## config.mk

```make
export PLATFORM = sky130hd
export DESIGN_NAME = hs4_tx_bridge
export DESIGN_NICKNAME = d
export VERILOG_FILES = /design/src/rtl/hs4_tx_bridge.sv
export SDC_FILE = /design/constraint.sdc
export NUM_CORES = 1
export LEC_CHECK = 0
export BUFFER_PORTS_ARGS = -buffer_cell sky130_fd_sc_hd__buf_2
export CELL_PAD_IN_SITES_DETAIL_PLACEMENT = 0
export CELL_PAD_IN_SITES_GLOBAL_PLACEMENT = 1
export CORE_MARGIN = 8
export CORE_UTILIZATION = 51
export CTS_CLUSTER_SIZE = 30
export DETAILED_ROUTE_END_ITERATION = 12
export HOLD_SLACK_MARGIN = 0.03
export MAX_ROUTING_LAYER = met4
export PLACE_DENSITY_LB_ADDON = 0.1
export RECOVER_POWER = 100
export SYNTH_ARGS = -nofsm -noshare
export SYNTH_HDL_FRONTEND = slang
export SYNTH_SLANG_ARGS = --single-unit
```

## constraint.sdc

```tcl
create_clock -name clk -period 5.1 [get_ports clk]
set_input_delay 0.51 -clock clk [delete_from_list [all_inputs] [get_ports clk]]
set_output_delay 0.51 -clock clk [all_outputs]
set_load 0.05 [all_outputs]
```

## src/rtl/hs4_tx_bridge.sv

```systemverilog
// Clocked valid/ready producer to 4-phase bundled-data req/ack bridge.
// Words are buffered in a small FIFO; the asynchronous ack is synchronised before use.
module hs4_tx_bridge #(
    parameter int WD          = 4,
    parameter int DEPTH       = 4,
    parameter int SYNC_STAGES = 2
) (
    input  logic                       clk,
    input  logic                       rst_n,
    input  logic                       in_valid,
    output logic                       in_ready,
    input  logic [WD-1:0]              in_data,
    output logic                       out_req,
    output logic [WD-1:0]              out_data,
    input  logic                       out_ack,
    output logic [$clog2(DEPTH+1)-1:0] fill_level,
    output logic                       proto_err
);

    localparam int AW = $clog2(DEPTH);
    localparam int CW = $clog2(DEPTH+1);

    typedef enum logic [1:0] {
        ST_IDLE   = 2'd0,
        ST_REQ_HI = 2'd1,
        ST_REQ_LO = 2'd2
    } state_e;

    state_e                 state_q, state_d;
    logic [SYNC_STAGES-1:0] sync_q, sync_d;
    logic                   ack_s;
    logic                   ack_prev_q, ack_prev_d;
    logic [AW-1:0]          wr_ptr_q, wr_ptr_d;
    logic [AW-1:0]          rd_ptr_q, rd_ptr_d;
    logic [CW-1:0]          count_q, count_d;
    logic [WD-1:0]          mem_q [DEPTH];
    logic [WD-1:0]          mem_d [DEPTH];
    logic                   out_req_q, out_req_d;
    logic [WD-1:0]          out_data_q, out_data_d;
    logic                   proto_err_q, proto_err_d;
    logic                   push_s, pop_s, not_empty_s;

    assign ack_s       = sync_q[SYNC_STAGES-1];
    assign not_empty_s = (count_q != CW'(0));
    assign in_ready    = (count_q != CW'(DEPTH));
    assign push_s      = in_valid && in_ready;
    assign out_req     = out_req_q;
    assign out_data    = out_data_q;
    assign fill_level  = count_q;
    assign proto_err   = proto_err_q;

    always_ff @(posedge clk or negedge rst_n) begin
        if (!rst_n) begin
            state_q <= ST_IDLE;
        end else begin
            state_q <= state_d;
        end
    end

    always_comb begin
        state_d = state_q;
        case (state_q)
            ST_IDLE:   if (not_empty_s) state_d = ST_REQ_HI; else state_d = ST_IDLE;
            ST_REQ_HI: if (ack_s)       state_d = ST_REQ_LO; else state_d = ST_REQ_HI;
            ST_REQ_LO: if (!ack_s)      state_d = ST_IDLE;   else state_d = ST_REQ_LO;
            default:   state_d = ST_IDLE;
        endcase
    end

    // Launch of a new word: the head is popped and latched together with the req rise.
    always_comb begin
        pop_s      = 1'b0;
        out_req_d  = out_req_q;
        out_data_d = out_data_q;
        case (state_q)
            ST_IDLE: begin
                if (not_empty_s) begin
                    pop_s      = 1'b1;
                    out_req_d  = 1'b1;
                    out_data_d = mem_q[rd_ptr_q];
                end else begin
                    out_req_d  = 1'b0;
                end
            end
            ST_REQ_HI: if (ack_s) out_req_d = 1'b0; else out_req_d = 1'b1;
            ST_REQ_LO: out_req_d = 1'b0;
            default:   out_req_d = 1'b0;
        endcase
    end

    always_comb begin
        sync_d     = {sync_q[SYNC_STAGES-2:0], out_ack};
        ack_prev_d = ack_s;
        mem_d      = mem_q;
        wr_ptr_d   = wr_ptr_q;
        rd_ptr_d   = rd_ptr_q;
        count_d    = count_q;
        if (push_s) begin
            mem_d[wr_ptr_q] = in_data;
            wr_ptr_d        = wr_ptr_q + AW'(1);
        end else begin
            wr_ptr_d        = wr_ptr_q;
        end
        if (pop_s) begin
            rd_ptr_d = rd_ptr_q + AW'(1);
        end else begin
            rd_ptr_d = rd_ptr_q;
        end
        case ({push_s, pop_s})
            2'b10:   count_d = count_q + CW'(1);
            2'b01:   count_d = count_q - CW'(1);
            default: count_d = count_q;
        endcase
        // Sticky: ack seen while idle, or ack dropping before req was released.
        proto_err_d = proto_err_q
                   || ((state_q == ST_IDLE) && ack_s)
                   || ((state_q == ST_REQ_HI) && ack_prev_q && !ack_s);
    end

    always_ff @(posedge clk or negedge rst_n) begin
        if (!rst_n) begin
            sync_q      <= {SYNC_STAGES{1'b0}};
            ack_prev_q  <= 1'b0;
            mem_q       <= '{default: {WD{1'b0}}};
            wr_ptr_q    <= {AW{1'b0}};
            rd_ptr_q    <= {AW{1'b0}};
            count_q     <= {CW{1'b0}};
            out_req_q   <= 1'b0;
            out_data_q  <= {WD{1'b0}};
            proto_err_q <= 1'b0;
        end else begin
            sync_q      <= sync_d;
            ack_prev_q  <= ack_prev_d;
            mem_q       <= mem_d;
            wr_ptr_q    <= wr_ptr_d;
            rd_ptr_q    <= rd_ptr_d;
            count_q     <= count_d;
            out_req_q   <= out_req_d;
            out_data_q  <= out_data_d;
            proto_err_q <= proto_err_d;
        end
    end

endmodule
```

==> results.yml <==
timing:
  min_period_over_period_pct: 43.1
  setup_tns_ps: 0
  final.setup_skew_ps: 5.36
  grt_setup_unrepaired: "false"
  setup_ws_ps: 2900
  clock.fmax_ghz: 0.455
  finalHoldViolations: 0
  max_slew_margin_pct: -17.2
  setup_viol: 0
  tightest_slew_ps: 1760
  fin_crit_ps: 2200
  slew_violations: 35
finish:
  drive_gt1_share_pct: 18.6
  layout_common_cells: "dfrtp_1, mux2_1, clkbuf_1"
  area_growth_pct: 4.83
  nNetsFinal: 131
  diodes: 0
  fin_cells: 151
  final_common_cell: "dfrtp_1"
clock_tree:
  cts_tree: "built"
  ctsResizeCount: 0
  post_cts_buffers: 0
  clk_root_buffer_cell: "clkbuf_4"
  clk_transition_reported_paths_ps: 100
  clk_latency_ps: 320
  cts_sinks: 34
  htreeDepth: 2
  cts_buffer_depth: 2
  cts_hold_buf: 0
  numCtsBuffers: 5
power:
  powerDensity_nw_per_um2: 715
  power_w: 0.00117
  ir_drop_v: 0.000319
  leakage_nw: 0.717
synthesis:
  yosys-top-cells-area: "dfrtp_1, mux2_1, mux2_4"
  avgSynthCellArea_sq_um: 16.2
  synth_top_area_cell: "dfrtp_1"
  netlist.area_leader.share_pct: 54.8
  synth_seq_area_share_pct: 54.8
  syn_inst: 96
  synth_warnings: 0
  syn_area_sq_um: 1550
  ys_ff_latch: 34
  synth_nets: 110
  synth_cell_types: 24
placement:
  gp_congestion: 0.702
  port_buffers: 17
  dp_cells: 143
  place_ws_ps: 2820
  dp_hpwl_mm: 1.85
die:
  die-area_sq_um: 5070
  initial_core_util_pct: 52.2
  core_area_sq_um: 2980
  io_pins: 18
  num_rows: 20
  die_h_microns: 71.2
  die_w_microns: 71.2
critical_path:
  cp-end-kind: "register"
  r2r_end: "fill_level[2]"
  worstPathRequired_ps: 5360
  cp_max_fo: 8
  worstSetupPathType: "reg -> reg"
  regToRegSetupSlack_ps: 2900
  ff2ff_path_depth: 8
  worst_setup_path_start_kind: "register"
  cp.arrival_ps: 2460
  regToRegStartpoint: "fill_level[0]"
route:
  antenna_left: 0
  drcViolationCount: 0
  wl_mm: 2.57
  post_drt_via_cell_ratio: 5.30
  drtIter0Drc: 23
  route.vias.total: 800
  route.detailed.wl_per_inst_microns: 17.0
  dr.pass1.iters: 4
grt:
  grt_max_degree: 35
  globalRoute.totalOverflow: 0
  first_global_vias: 840
  track_usage_pct: 11.5
  antenna_found_initial: 0
  grt_pass1_wl_mm: 4.30
flow_run:
  maxCapViolations: 1
hold_path:
  hold_path.startpoint: "out_ack"
  whs_endpoint: "sync_q[0]"
  holdPathStages: 1
  hold_path_class: "in -> reg"
outcome:
  violations: "max-capacitance violations, max-slew violations"
  status: "finished with violations"
## Yosys cell counts
cell type  count
dfrtp_1       34
mux2_1        12
mux2_4         8
ha_1           5
xnor2_1        5
mux4_2         4
nand3_4        4
inv_1          3
mux2_2         3
buf_2          2
nand2b_1       2
o21ai_0        2
a21boi_0       1
buf_6          1
fa_1           1
nand2_1        1
nand2_4        1
nor2_1         1
nor3_1         1
o21bai_1       1
or3_1          1
or3b_1         1
or4b_1         1
xor2_1         1
## stage by stage
stage	util (%)	area [sq um]	hold WS, ps
finish	54.7	1630	288
detailed placement	55.7	1660	338
global route	54.7	1630	266
global placement	55.7	1660	332
CTS	57.7	1720	252
floorplan	-	1550	214
## worst max-delay path, cell delays in order, from the launching register on
cell and delay, ps:
dfrtp_1 460, nor3_1 230, or3_1 330, inv_1 90, ha_1 230, fa_1 400, xnor2_1 140, nor2_1 120
xor2_1 140
## power by group
part	internal, W	switching [W]
logic	0.000226	0.000286
clock network	0.0000668	0.0000875
registers	0.000397	0.000102
total	0.000690	0.000476
## kinds of logic after synthesis
logic type	after synthesis	synth area share, %
AO/OA/AOI/OAI	4	1.61
XOR/XNOR	6	3.38
adder cells (fa/ha/maj)	6	5.31
buffers and inverters	6	2.09
flip-flops	34	54.8
multiplexers	27	24.4
AND/OR/NAND/NOR	13	8.45
## layer usage
metal / vias to the layer above / global-route usage, % / wire (microns)
met1: 403 / 13.9 / 1240
met2: 15 / 16.6 / 1170
li1: 378 / - / -
met4: 0 / 5.54 / 40
met5: - / - / 0
met3: 4 / 3.81 / 117
## how the worst max path moves through the flow
stage	startpoint	endpoint	slack (ps)	depth (start not counted)
floorplan	fill_level[2]	fill_level[1]	2800	6
global placement	fill_level[1]	fill_level[1]	2900	5
detailed placement	fill_level[0]	fill_level[2]	2820	8
CTS	fill_level[0]	fill_level[2]	2810	8
global route	fill_level[0]	fill_level[2]	2720	8
finish	fill_level[0]	fill_level[2]	2900	8
## final cells by class
cell class / count / area (sq um)
Sequential cell: 34 / 851
Fill cell: 270 / 1350
Timing Repair Buffer: 17 / 71.3
Clock buffer: 7 / 55.1
Tap cell: 33 / 41.3
Clock inverter: 1 / 5.00
Multi-Input combinational cell: 56 / 594
Inverter: 3 / 11.3
## state kept, by name, indices dropped and copies added (netlist names)
name        count
state_q         2
out_data        4
wr_ptr_q        2
sync_q          2
fill_level      3
ack_prev_q      1
rd_ptr_q        2
out_req         1
mem_q          16
proto_err       1
Power figures use the tool's default switching activity.
